===== config.mk =====
export PLATFORM = sky130hd
export DESIGN_NAME = load_store_unit
export DESIGN_NICKNAME = d
export VERILOG_FILES = /design/src/rtl/lsu_pkg.sv /design/src/rtl/lsu_align.sv /design/src/rtl/load_store_unit.sv
export SDC_FILE = /design/constraint.sdc
export NUM_CORES = 1
export LEC_CHECK = 0
export BUFFER_PORTS_ARGS = -buffer_cell sky130_fd_sc_hd__buf_2
export CORE_MARGIN = 10
export CORE_UTILIZATION = 44
export DETAILED_ROUTE_END_ITERATION = 16
export GPL_TIMING_DRIVEN = 0
export PLACE_DENSITY_LB_ADDON = 0.05
export SLEW_MARGIN = 25
export SYNTH_ARGS = -nofsm -noshare
export SYNTH_HDL_FRONTEND = slang
export SYNTH_SLANG_ARGS = --single-unit

===== constraint.sdc =====
create_clock -name clk -period 2.4 [get_ports clk]
set_clock_uncertainty 0.2 [all_clocks]
set_input_delay 0.12 -clock clk [delete_from_list [all_inputs] [get_ports clk]]
set_output_delay 0.12 -clock clk [all_outputs]
set_load 0.02 [all_outputs]

===== src/rtl/lsu_pkg.sv =====
`default_nettype none
// ============================================================================
//  Module   : lsu_pkg
//  Brief    : Shared types and constants for the RV32I load/store unit.
//  Revision : 1.0  initial release
// ============================================================================
package lsu_pkg;

  localparam int LSU_DATA_WIDTH = 32;
  localparam int STRB_WIDTH     = LSU_DATA_WIDTH / 8;

  // RV32I Funct3 width/sign codes for loads and stores
  localparam logic [2:0] F3_B  = 3'b000;
  localparam logic [2:0] F3_H  = 3'b001;
  localparam logic [2:0] F3_W  = 3'b010;
  localparam logic [2:0] F3_BU = 3'b100;
  localparam logic [2:0] F3_HU = 3'b101;

  typedef enum logic [1:0] {
    S_IDLE     = 2'd0,
    S_REQ      = 2'd1,
    S_WAIT_RSP = 2'd2,
    S_DONE     = 2'd3
  } lsu_state_t;

endpackage : lsu_pkg
`default_nettype wire


===== src/rtl/lsu_align.sv =====
`default_nettype none
// ============================================================================
//  Module   : lsu_align
//  Brief    : Combinational legality check, store lane steering / strobe
//             generation and load byte/half extraction with extension.
//  Revision : 1.0  initial release
// ============================================================================
module lsu_align
  import lsu_pkg::*;
(
  input  logic                  is_write,
  input  logic [2:0]            funct3,
  input  logic [1:0]            off,
  input  logic [31:0]           store_data,
  input  logic [31:0]           load_word,
  output logic [31:0]           wdata,
  output logic [STRB_WIDTH-1:0] wstrb,
  output logic [31:0]           load_data,
  output logic                  legal
);

  logic [31:0] load_shifted;
  logic [7:0]  load_byte;
  logic [15:0] load_half;

  // Pick the addressed byte lane and halfword lane out of the response word
  always_comb begin
    load_shifted = load_word >> {off, 3'b000};
    load_byte    = load_shifted[7:0];
    load_half    = off[1] ? load_word[31:16] : load_word[15:0];
  end

  // Legality: unsigned codes exist only for loads; H/W need natural alignment
  always_comb begin
    case (funct3)
      F3_B:    legal = 1'b1;
      F3_H:    legal = ~off[0];
      F3_W:    legal = (off == 2'b00);
      F3_BU:   legal = ~is_write;
      F3_HU:   legal = ~is_write & ~off[0];
      default: legal = 1'b0;
    endcase
  end

  // Store steering: replicate the narrow operand across lanes, strobe the target lanes
  always_comb begin
    wdata = store_data;
    wstrb = '0;
    if (is_write) begin
      case (funct3)
        F3_B: begin
          wdata = {4{store_data[7:0]}};
          wstrb = 4'b0001 << off;
        end
        F3_H: begin
          wdata = {2{store_data[15:0]}};
          wstrb = 4'b0011 << off;
        end
        F3_W:    wstrb = 4'b1111;
        default: wstrb = '0;
      endcase
    end
  end

  // Load extension: signed codes replicate the top bit, unsigned codes pad with zero
  always_comb begin
    case (funct3)
      F3_B:    load_data = {{24{load_byte[7]}}, load_byte};
      F3_H:    load_data = {{16{load_half[15]}}, load_half};
      F3_BU:   load_data = {24'd0, load_byte};
      F3_HU:   load_data = {16'd0, load_half};
      default: load_data = load_word;
    endcase
  end

endmodule : lsu_align
`default_nettype wire


===== src/rtl/load_store_unit.sv =====
`default_nettype none
// ============================================================================
//  Module   : load_store_unit
//  Brief    : Multi-cycle data-memory access unit: request FSM, operand
//             latching and load-result register between execute and a
//             valid/ready data memory.
//  Revision : 1.0  initial release
// ============================================================================
module load_store_unit
  import lsu_pkg::*;
#(
  parameter int DATA_WIDTH = 32,
  parameter int ADDR_WIDTH = 32
) (
  input  logic                  clk,
  input  logic                  rst_n,
  input  logic                  MemReq,
  input  logic                  MemWrite,
  input  logic [2:0]            Funct3,
  input  logic [ADDR_WIDTH-1:0] Addr,
  input  logic [DATA_WIDTH-1:0] WriteData,
  output logic [DATA_WIDTH-1:0] ReadData,
  output logic                  Stall,
  output logic                  Done,
  output logic                  AccessErr,
  output logic                  mem_valid,
  input  logic                  mem_ready,
  output logic                  mem_we,
  output logic [ADDR_WIDTH-1:0] mem_addr,
  output logic [DATA_WIDTH-1:0] mem_wdata,
  output logic [STRB_WIDTH-1:0] mem_wstrb,
  input  logic                  mem_rvalid,
  input  logic [DATA_WIDTH-1:0] mem_rdata
);

  lsu_state_t            state_q, state_d;
  logic                  we_q, we_d;
  logic [2:0]            f3_q, f3_d;
  logic [1:0]            off_q, off_d;
  logic [ADDR_WIDTH-1:0] addr_q, addr_d;
  logic [DATA_WIDTH-1:0] wdata_q, wdata_d;
  logic [STRB_WIDTH-1:0] wstrb_q, wstrb_d;
  logic                  err_q, err_d;
  logic [DATA_WIDTH-1:0] rdata_q, rdata_d;

  logic                  a_we;
  logic [2:0]            a_f3;
  logic [1:0]            a_off;
  logic [DATA_WIDTH-1:0] a_wdata;
  logic [STRB_WIDTH-1:0] a_wstrb;
  logic [DATA_WIDTH-1:0] a_load;
  logic                  a_legal;

  // In IDLE the aligner looks at the live request; afterwards at the latched one
  always_comb begin
    a_we  = (state_q == S_IDLE) ? MemWrite   : we_q;
    a_f3  = (state_q == S_IDLE) ? Funct3     : f3_q;
    a_off = (state_q == S_IDLE) ? Addr[1:0]  : off_q;
  end

  lsu_align u_align (
    .is_write   (a_we),
    .funct3     (a_f3),
    .off        (a_off),
    .store_data (WriteData),
    .load_word  (mem_rdata),
    .wdata      (a_wdata),
    .wstrb      (a_wstrb),
    .load_data  (a_load),
    .legal      (a_legal)
  );

  // Next-state and operand-latch logic for the access sequence
  always_comb begin
    state_d = state_q;
    we_d    = we_q;
    f3_d    = f3_q;
    off_d   = off_q;
    addr_d  = addr_q;
    wdata_d = wdata_q;
    wstrb_d = wstrb_q;
    err_d   = err_q;
    rdata_d = rdata_q;
    case (state_q)
      S_IDLE: begin
        if (MemReq) begin
          if (a_legal) begin
            we_d    = MemWrite;
            f3_d    = Funct3;
            off_d   = Addr[1:0];
            addr_d  = {Addr[ADDR_WIDTH-1:2], 2'b00};
            wdata_d = a_wdata;
            wstrb_d = a_wstrb;
            err_d   = 1'b0;
            state_d = S_REQ;
          end else begin
            // Illegal access skips the memory entirely
            err_d   = 1'b1;
            state_d = S_DONE;
          end
        end
      end
      S_REQ: begin
        if (mem_ready) state_d = we_q ? S_DONE : S_WAIT_RSP;
      end
      S_WAIT_RSP: begin
        if (mem_rvalid) begin
          rdata_d = a_load;
          state_d = S_DONE;
        end
      end
      default: state_d = S_IDLE;
    endcase
  end

  // State and operand registers, cleared asynchronously
  always_ff @(posedge clk or negedge rst_n) begin
    if (!rst_n) begin
      state_q <= S_IDLE;
      we_q    <= 1'b0;
      f3_q    <= 3'b000;
      off_q   <= 2'b00;
      addr_q  <= '0;
      wdata_q <= '0;
      wstrb_q <= '0;
      err_q   <= 1'b0;
      rdata_q <= '0;
    end else begin
      state_q <= state_d;
      we_q    <= we_d;
      f3_q    <= f3_d;
      off_q   <= off_d;
      addr_q  <= addr_d;
      wdata_q <= wdata_d;
      wstrb_q <= wstrb_d;
      err_q   <= err_d;
      rdata_q <= rdata_d;
    end
  end

  // Outputs are decodes of registered state; only Stall follows MemReq directly
  always_comb begin
    mem_valid = (state_q == S_REQ);
    mem_we    = mem_valid & we_q;
    mem_addr  = addr_q;
    mem_wdata = wdata_q;
    mem_wstrb = wstrb_q;
    Done      = (state_q == S_DONE);
    AccessErr = Done & err_q;
    ReadData  = rdata_q;
    Stall     = MemReq & (state_q != S_DONE);
  end

endmodule : load_store_unit
`default_nettype wire

After elaboration in Yosys (flattened, before gate mapping). Index checks and enable logic that the tools add are counted.

Register bits after elaboration: 107. Output and inout port bits: 105. Word-level logic and storage cells: 53. Bits of input ports: 105.

Bitwise gates (word level): 6. Shift operators: 3. Muxes and demuxes: 17. Reduce and logical (&&, ||, !) cells: 7. Eq/ne operators: 11.

Operators with widths (count): one-hot mux 32 bit (4 select lines) (1); one-hot mux 32 bit (2 select lines) (1); 2-to-1 mux 32 bit (1); >> shifter 32 x 5 -> 8 bit (1); 2-to-1 mux 16 bit (1); one-hot mux 4 bit (3 select lines) (1); 2-to-1 mux 2 bit (5); == test 3 bit, second input constant (2); inequality test 2 bit, second input constant (3); one-hot mux 2 bit (3 select lines) (1); AND reduction 3 bit (2); one-hot mux 1 bit (5 select lines) (1); AND 1 bit (4); == test 2 bit, second input constant (2); zero test 2 bit (2); 2-to-1 mux 4 bit (1); AND reduction 2 bit (2); << shifter 1 x 2 -> 4 bit, first input constant (1); << shifter 2 x 2 -> 4 bit, first input constant (1); == test 3 x 1 -> 1 bit, second input constant (1); == test 3 x 2 -> 1 bit, second input constant (1); zero test 3 bit (1); 2-to-1 mux 1 bit (3); 2-to-1 mux 3 bit (1); 3 further kinds (4).

Longest topological paths before layout. Gate-level depths: netlist of the first run.

Word-level depth: 8. Depth in mapped cells: 10. Depth with buffers taken out: 7.

Hierarchy. From an unflattened synthesis of the first run, not the netlist that was laid out.

Cells, all modules: 452. Area total of the unflattened synthesis: 5550.3 um2.

By module, submodules not included: load_store_unit (sequential area each 2677.6 um2, cells an instance 256, instances 1, area each 4171.5 um2); lsu_align (sequential area each 0.0 um2, cells an instance 196, instances 1, area each 1378.8 um2).

Worst setup path after synthesis of the first run. No wires, ideal clock.

Path type: register -> register. Start: register state_q[0]. End: register wdata_q[20] (netlist: mem_wdata[20]). Period minus slack after synthesis: 2.555 ns. Setup slack: -0.155 ns. Path buffers: 2. Cell stages (with the launch flop): 9. Arrival time: 2.227 ns. Library setup time: 0.128 ns. Required time: 2.072 ns. Cells stage by stage: dfrtp_1 -> inv_1 -> ha_1 -> buf_6 -> or3_1 -> a21oi_4 -> buf_6 -> mux2_2 -> mux2_1.

Word-level cells in the longest chain between the ends: 6. Elaborated cells between the ends (all ways): 17. Those cells by class: 4 x eq/ne; 6 x mux; 3 x bitwise; 4 x reduce/logical.

RTL lines: start, declared (line load_store_unit.sv:36) `lsu_state_t state_q, state_d;`; start signal, assigned (line load_store_unit.sv:129) `state_q <= state_d;`; zero test 2 bit (*); 2-to-1 mux 1 bit / 2-to-1 mux 2 bit (equally long branches) (line load_store_unit.sv:56, load_store_unit.sv:58); NOT 1 bit, on equally long branches (line lsu_align.sv:39, lsu_align.sv:40, lsu_align.sv:37); AND 1 bit (line lsu_align.sv:40) `F3_HU: legal = ~is_write & ~off[0];`; one-hot mux 1 bit (5 select lines) (line lsu_align.sv:35) `case (funct3)`; AND reduction 3 bit (no line); end signal, assigned (line load_store_unit.sv:134) `wdata_q <= wdata_d;`; end, declared (line load_store_unit.sv:41) `logic [DATA_WIDTH-1:0] wdata_q, wdata_d;`.

Mark *: on every way between the ends. The rest lies on a longest branch, timed or not. A chain may end at the register's enable or synchronous reset.

Worst setup path after layout of the first run.
Start: register state_q[1]. End: register wdata_q[22] (netlist: mem_wdata[22]).

The elaborated chain is that of the path after synthesis.

==> impl_metrics.py, run 1 <==
metrics = {
    "worst_setup_path": {
        "critPathMaxStageDelay_ps": 410,
        "cp.required_ps": 2440,
        "r2r-end": "mem_wdata[22]",
        "cp.depth": 8,
        "slowest_stage": "or3b_4",
        "crit_chain": "inv_2, ha_4, buf_12, or3b_4, a21oi_4, buf_8, mux2_4, mux2_4",
        "critPathBufInv": 3,
        "crit_type": "reg2reg",
        "critPathLaunchType": "flip-flop",
        "timing.rr.start": "state_q[1]",
        "arrival_ps": 2520,
        "crit_family": "multiplexers",
        "cp_max_fo": 7,
        "cp-end-kind": "flip-flop",
        "ff2ff_setup_slack_ps": -70,
        "critPathMostFrequentCell": "mux2_4",
        "r2r_cells": 8,
    },
    "sta": {
        "tightest_slew_ps": 601,
        "max_slew_margin": 0.600,
        "setup_violations": 81,
        "timing.final.crit_period_ps": 2470,
        "setup_tns_ps": -3430,
        "fmax_mhz": 404,
        "finalHoldViolations": 0,
        "timing.final.crit_share": 1.03,
        "rsz0062_at_grt": "true",
        "whs_ps": 41.5,
        "slew_viol_final": 0,
        "setup_slack_ps": -74.2,
    },
    "detailed_routing": {
        "routed_wl_um": 19900,
        "drtIter0Drc": 285,
        "first_pass_iters": 5,
        "vias": 5094,
        "wire_per_inst_um": 20.6,
        "drc_errors": 0,
        "viasPerCell": 5.26,
        "antenna_left": 0,
    },
    "power": {
        "ir_drop_v": 0.000929,
        "pwr-share-seq": 0.257,
        "switching_share": 0.423,
        "combPwrFrac": 0.624,
        "power_density_nw_per_um2": 1430,
        "leakage_nw": 4.45,
        "p_clk_frac": 0.118,
        "power_switching_mw": 5.43,
        "p_int_mw": 7.42,
    },
    "synthesis": {
        "ys_seq_elements": 107,
        "synth_top_area_cell": "dfrtp_1",
        "ys_types": 47,
        "syn_area_um2": 5290,
        "syn_avg_cell_area_um2": 11.6,
        "yosysSeqAreaShare": 0.507,
        "netlist_instances": 454,
        "ys.warnings.count": 0,
        "synth_top_area_frac": 0.507,
        "synth.area.top_cells": "dfrtp_1, mux2_1, mux2_2",
    },
    "floorplanning": {
        "num_rows": 39,
        "die_h_um": 130,
        "ios": 210,
        "dieArea_um2": 16800,
        "core_area_um2": 11600,
        "die_w_um": 130,
        "initial_core_util": 0.457,
    },
    "placement": {
        "io_buffer_count": 207,
        "hpwlAfterDp_um": 12300,
        "place_congestion": 0.843,
        "dp.cells": 806,
    },
    "clock_network": {
        "tritoncts": "built",
        "cts_sinks": 107,
        "cts_buffers": 9,
        "insertion_delay_ps": 360,
        "cts_root_buf": "clkbuf_16",
        "clkSlewWorstSetupHoldPaths_ps": 70,
        "cts_htree_levels": 3,
        "cts_buffer_depth": 2,
    },
    "global_routing": {
        "grt_start_max_net_pins": 69,
        "globalRouteTotalUtil": 0.216,
        "grt_pass1_vias": 5296,
        "grt_overflow_total": 0,
        "antenna_found_initial": 2,
        "grt_pass1_wl_um": 28400,
    },
    "run": {
        "cap_violations": 0,
    },
    "final_layout": {
        "drive_gt1_frac": 0.522,
        "nets": 928,
        "layout_common_cells": "buf_2, dfrtp_1, dlygate4sd3_1, mux2_4, nand2_1",
        "area_delta_synth_final_pct": 70.4,
        "final_common_cell": "buf_2",
        "finalNonFillerCells": 968,
        "fillCellCount": 726,
        "postLayoutCoreUtil": 0.779,
    },
    "outcome": {
        "status": "finished, violations left",
        "violations": "setup timing",
    },
    "min_path": {
        "hold_path_class": "in2async",
    },
}
[kinds of logic (layout without fill, tap and decap cells)]
group	Yosys count	after routing	synth area share
other	1	4	0.000710
DFF	107	107	0.507
adders and majority gates	5	5	0.0118
and+or+nand+nor	119	120	0.106
AOI/OAI and AO/OA	82	82	0.103
muxes	100	100	0.225
buffers and inverters	40	407	0.0473
[layout make-up]
class                      count  area (µm²)  share of cell area
inverter                      14        52.6             0.00583
antenna                        2        5.00            0.000556
timing repair buffer         351        2650               0.294
multi-input combinational    309        2870               0.318
buffer                        26         285              0.0317
sequential                   107        2680               0.297
tap                          143         179              0.0199
clock inverter                 5        61.3             0.00681
clock buffer                  11         233              0.0258
[through the flow]
stage	worst slack [ps]	power, mW	area (µm²)
after floorplan	-76.8	7.11	5340
after global placement	-413	8.81	6550
after detailed placement	-449	8.96	6580
after CTS	-38.8	11.3	8230
after global routing	-149	13.6	9010
final	-74.2	12.9	9010
[power groups by stage]
| stage | Clock, mW | Combinational (mW) | Sequential (mW) |
|---|---|---|---|
| 6_report | 1.52 | 8.03 | 3.31 |
| 5_1_grt | 1.61 | 8.55 | 3.42 |
| 4_1_cts | 1.54 | 6.51 | 3.23 |
| 3_5_place_dp | 0 | 5.70 | 3.26 |
| 3_3_place_gp | 0 | 5.61 | 3.19 |
| 2_1_floorplan | 0 | 2.87 | 4.25 |
[worst max path at each step]
stage,start,end,slack (ps)
final,state_q[1],mem_wdata[22],-70
after floorplan,state_q[1],mem_wdata[20],-80
after global placement,state_q[1],ReadData[21],-410
after detailed placement,state_q[1],ReadData[26],-450
after CTS,state_q[0],mem_wdata[22],-40
after global routing,state_q[0],mem_wdata[7],-150
[what timing repair did]
action,4_1_cts,5_1_grt
pin swaps,6,6
hold buffers,102,0
hold endpoints to repair,208,0
buffers inserted,17,15
setup endpoints to repair,100,104
resized for setup,29,117
gates cloned,3,7
[worst reg2reg max path, stage by stage (launching register included)]
cell and delay [ps]:
dfrtp_1 390, inv_2 90, ha_4 180, buf_12 150, or3b_4 410, a21oi_4 200
buf_8 170, mux2_4 310, mux2_4 260
[routing by layer]
layer,part of all wire,vias to the layer above,track usage
li1,-,2317,-
met1,0.39,2505,0.250
met2,0.50,230,0.366
met3,0.081,42,0.0648
met4,0.028,0,0.0906
met5,0,-,0
[flip-flops by register name, summed over array words and instances (netlist names)]
signal / flops
ReadData: 32
err_q: 1
f3_q: 3
mem_addr: 30
mem_wdata: 32
mem_wstrb: 4
off_q: 2
state_q: 2
we_q: 1
[synthesized netlist by cell type, drive strengths merged]
cell type,n
conb,1
or4b,1
nor2b,1
mux2i,19
inv,14
nand2,54
mux2,75
o21bai,1
o21a,8
ha,5
a211oi,2
dfrtp,107
and3,1
or3b,1
o31ai,2
nand3,10
o22ai,1
nor2,39
a22oi,8
or3,1
mux4,6
and2,3
nor3,5
clkbuf,9
a21oi,45
a22o,1
a41oi,1
buf,17
nand2b,2
o221ai,1
a31oi,1
nor3b,1
o21ai,11
(Power assumes the default switching activity.)
==> run 2, diff against run 1 <==
--- a/config.mk
+++ b/config.mk
@@ -7,11 +7,12 @@
 export LEC_CHECK = 0
 export BUFFER_PORTS_ARGS = -buffer_cell sky130_fd_sc_hd__buf_2
 export CORE_MARGIN = 10
-export CORE_UTILIZATION = 44
+export CORE_UTILIZATION = 45
 export DETAILED_ROUTE_END_ITERATION = 16
 export GPL_TIMING_DRIVEN = 0
 export PLACE_DENSITY_LB_ADDON = 0.05
 export SLEW_MARGIN = 25
 export SYNTH_ARGS = -nofsm -noshare
 export SYNTH_HDL_FRONTEND = slang
+export SYNTH_HIERARCHICAL = 1
 export SYNTH_SLANG_ARGS = --single-unit
==> run 2 against run 1 <==
  * The flow still finishes with violations (setup timing)
  * First-iteration DRC count is 6.7% lower
  * Die area is 2.3% higher
  * Sequential power is 5% lower
  * Wire length is 6.3% lower
  * Combinational power is 5.2% higher
  * Design area is 0.15% lower
  * Via count is 2.2% lower
  * Register-to-register slack worse by 290 ps
  * Largest cell class unchanged
  * Highest routed layer unchanged
==> impl_metrics.py, run 2 <==
metrics = {
    "power": {
        "leakage_nw": 4.42,
        "ir_drop_v": 0.000709,
        "p_clk_frac": 0.106,
        "power_density_nw_per_um2": 1440,
        "total_power_mw": 13.0,
        "combPwrFrac": 0.651,
        "switching_share": 0.410,
        "pwr-share-seq": 0.243,
        "power_switching_mw": 5.33,
        "p_int_mw": 7.65,
    },
    "outcome": {
        "violations": "setup timing",
        "status": "finished, violations left",
    },
    "detailed_routing": {
        "drt-met1-wl_um": 7030,
        "wire_per_inst_um": 19.2,
        "viasPerCell": 5.12,
        "antenna_left": 0,
        "dr_wl_met2_um": 9800,
        "highest_layer": "met4",
        "dr_wl_met3_um": 1520,
        "vias": 4984,
        "routed_wl_um": 18700,
        "first_pass_iters": 4,
        "drc_errors": 0,
        "drtIter0Drc": 266,
    },
    "final_layout": {
        "design_area_um2": 8990,
        "drive_gt1_frac": 0.566,
        "finalNonFillerCells": 974,
        "area_delta_synth_final_pct": 62.0,
        "final_common_cell": "buf_2",
        "postLayoutCoreUtil": 0.746,
        "nets": 911,
        "layout_common_cells": "buf_2, dfrtp_1, mux2_2, dlygate4sd3_1, buf_4",
    },
    "sta": {
        "setup_violations": 106,
        "setup_tns_ps": -30110,
        "setup_slack_ps": -363,
        "rsz0062_at_grt": "true",
        "max_slew_margin": 0.658,
        "finalHoldViolations": 0,
        "timing.final.crit_share": 1.15,
        "fmax_mhz": 362,
        "tightest_slew_ps": 512,
        "timing.final.crit_period_ps": 2760,
        "slew_viol_final": 0,
        "whs_ps": 15.9,
    },
    "synthesis": {
        "ys_types": 39,
        "async_flop_share": 1.00,
        "synth-edff-count": 0,
        "yosysSeqAreaShare": 0.482,
        "syn_avg_cell_area_um2": 12.3,
        "ys.warnings.count": 6,
        "syn_area_um2": 5550,
        "ys_seq_elements": 107,
        "netlist_instances": 452,
        "synth.most_common_cell": "mux2_2",
        "ys.flop_type": "dfrtp_1",
        "synth_top_area_frac": 0.482,
        "synth_top_area_cell": "dfrtp_1",
        "synth.area.top_cells": "dfrtp_1, mux2_2, mux2i_1",
        "ys_top_cells_by_count": "mux2_2, dfrtp_1, mux2i_1",
    },
    "floorplanning": {
        "dieArea_um2": 17200,
        "die_h_um": 131,
        "ios": 210,
        "core_area_um2": 12100,
        "die_w_um": 131,
        "initial_core_util": 0.460,
        "num_rows": 40,
    },
    "clock_network": {
        "cts_buffers": 9,
        "clkSlewWorstSetupHoldPaths_ps": 70,
        "cts_sinks": 107,
        "cts_htree_levels": 3,
        "tritoncts": "built",
        "cts_buffer_depth": 2,
        "cts_root_buf": "clkbuf_16",
        "insertion_delay_ps": 350,
    },
    "placement": {
        "pre_cts_slack_ps": -714,
        "io_buffer_count": 207,
        "place_congestion": 0.814,
        "hpwlAfterDp_um": 12500,
        "dp.cells": 829,
        "placed_area_um2": 7000,
    },
    "worst_setup_path": {
        "critPathMaxStageDelay_ps": 410,
        "cp.required_ps": 2440,
        "crit_chain": "inv_2, ha_4, buf_8, mux2_4, buf_8, clkbuf_16, a221o_1, o41ai_4, nand3_4, buf_12, buf_12, mux2_2",
        "critPathLaunchType": "flip-flop",
        "arrival_ps": 2800,
        "critPathBufInv": 6,
        "crit_type": "reg2reg",
        "cp_max_fo": 10,
        "slowest_stage": "dfrtp_1",
        "cp-end-kind": "flip-flop",
        "crit_family": "buffers and inverters",
    },
    "global_routing": {
        "globalRouteTotalUtil": 0.213,
        "antenna_found_initial": 1,
        "grt_start_max_net_pins": 57,
        "grt_pass1_vias": 5455,
        "grt_overflow_total": 0,
        "grt_pass1_wl_um": 28600,
    },
    "run": {
        "cap_violations": 0,
    },
    "min_path": {
        "hold_path_class": "in2reg",
    },
}
-- run 2: changes by cell type after synthesis, sizes merged, moves of 8 or more --
cell,delta
a21oi,-27
a22o,+8
a221o,+9
a22oi,-8
mux2,+52
nand2,-36
nor2,-25
nand3,-9
nor2b,+10
buf,+16
-- run 2: tightest hold or removal path, stage by stage --
cell and delay, ps:
buf_2 110, a221o_1 160, mux2_4 140
-- run 2: final timing paths --
path	start	end	depth (start not counted)	slack, ps
worst min-delay path	mem_rdata[8]	ReadData[8]	3	20
worst min register to register	err_q	err_q	2	300
max in group asynchronous	rst_n	mem_wdata[28]	3	1270
worst max-delay path	state_q[0]	f3_q[2]	12	-360
min in group asynchronous	rst_n	mem_addr[10]	2	90
worst max register to register	state_q[0]	f3_q[2]	12	-360
-- run 2: cell families after synthesis --
logic type               Yosys count  share of synthesized area
adder cells (fa/ha/maj)            5                     0.0113
buffers and inverters             52                     0.0498
other                              1                   0.000676
flip-flops                       107                      0.482
AO/OA/AOI/OAI                     71                     0.0886
multiplexers                     154                      0.309
AND/OR/NAND/NOR                   62                     0.0586
-- run 2: routing by layer --
layer | vias up | GRT usage
li1 | 2321 | -
met1 | 2467 | 0.228
met2 | 170 | 0.388
met3 | 26 | 0.0712
met4 | 0 | 0.0680
met5 | - | 0
-- run 2: what timing repair did --
action                                  4_1_cts  5_1_grt
buffers inserted                             23        9
hold buffers                                 98        0
resized for setup                            97       34
gates cloned                                  3        1
pin swaps                                    10       10
hold endpoints to repair                    203        0
endpoints found under the setup margin      106      106
-- run 2: power by group through the flow --
| stage | combinational, mW | clock (mW) | sequential, mW |
|---|---|---|---|
| finish | 8.45 | 1.38 | 3.15 |
| CTS | 7.96 | 1.43 | 3.13 |
| global route | 8.98 | 1.48 | 3.25 |
| floorplan | 3.66 | 0 | 4.17 |
| global placement | 6.53 | 0 | 3.11 |
| detailed placement | 6.64 | 0 | 3.17 |
-- run 2: cell type report --
class,count,area (µm²)
diodes,1,2.50
plain buffers,40,477
clock buffers,12,246
clock inverters,3,22.5
fillers,815,3070
inverters,8,33.8
multi-input cells,294,2890
flip-flops and latches,107,2680
well taps,168,210
repair buffers,341,2430
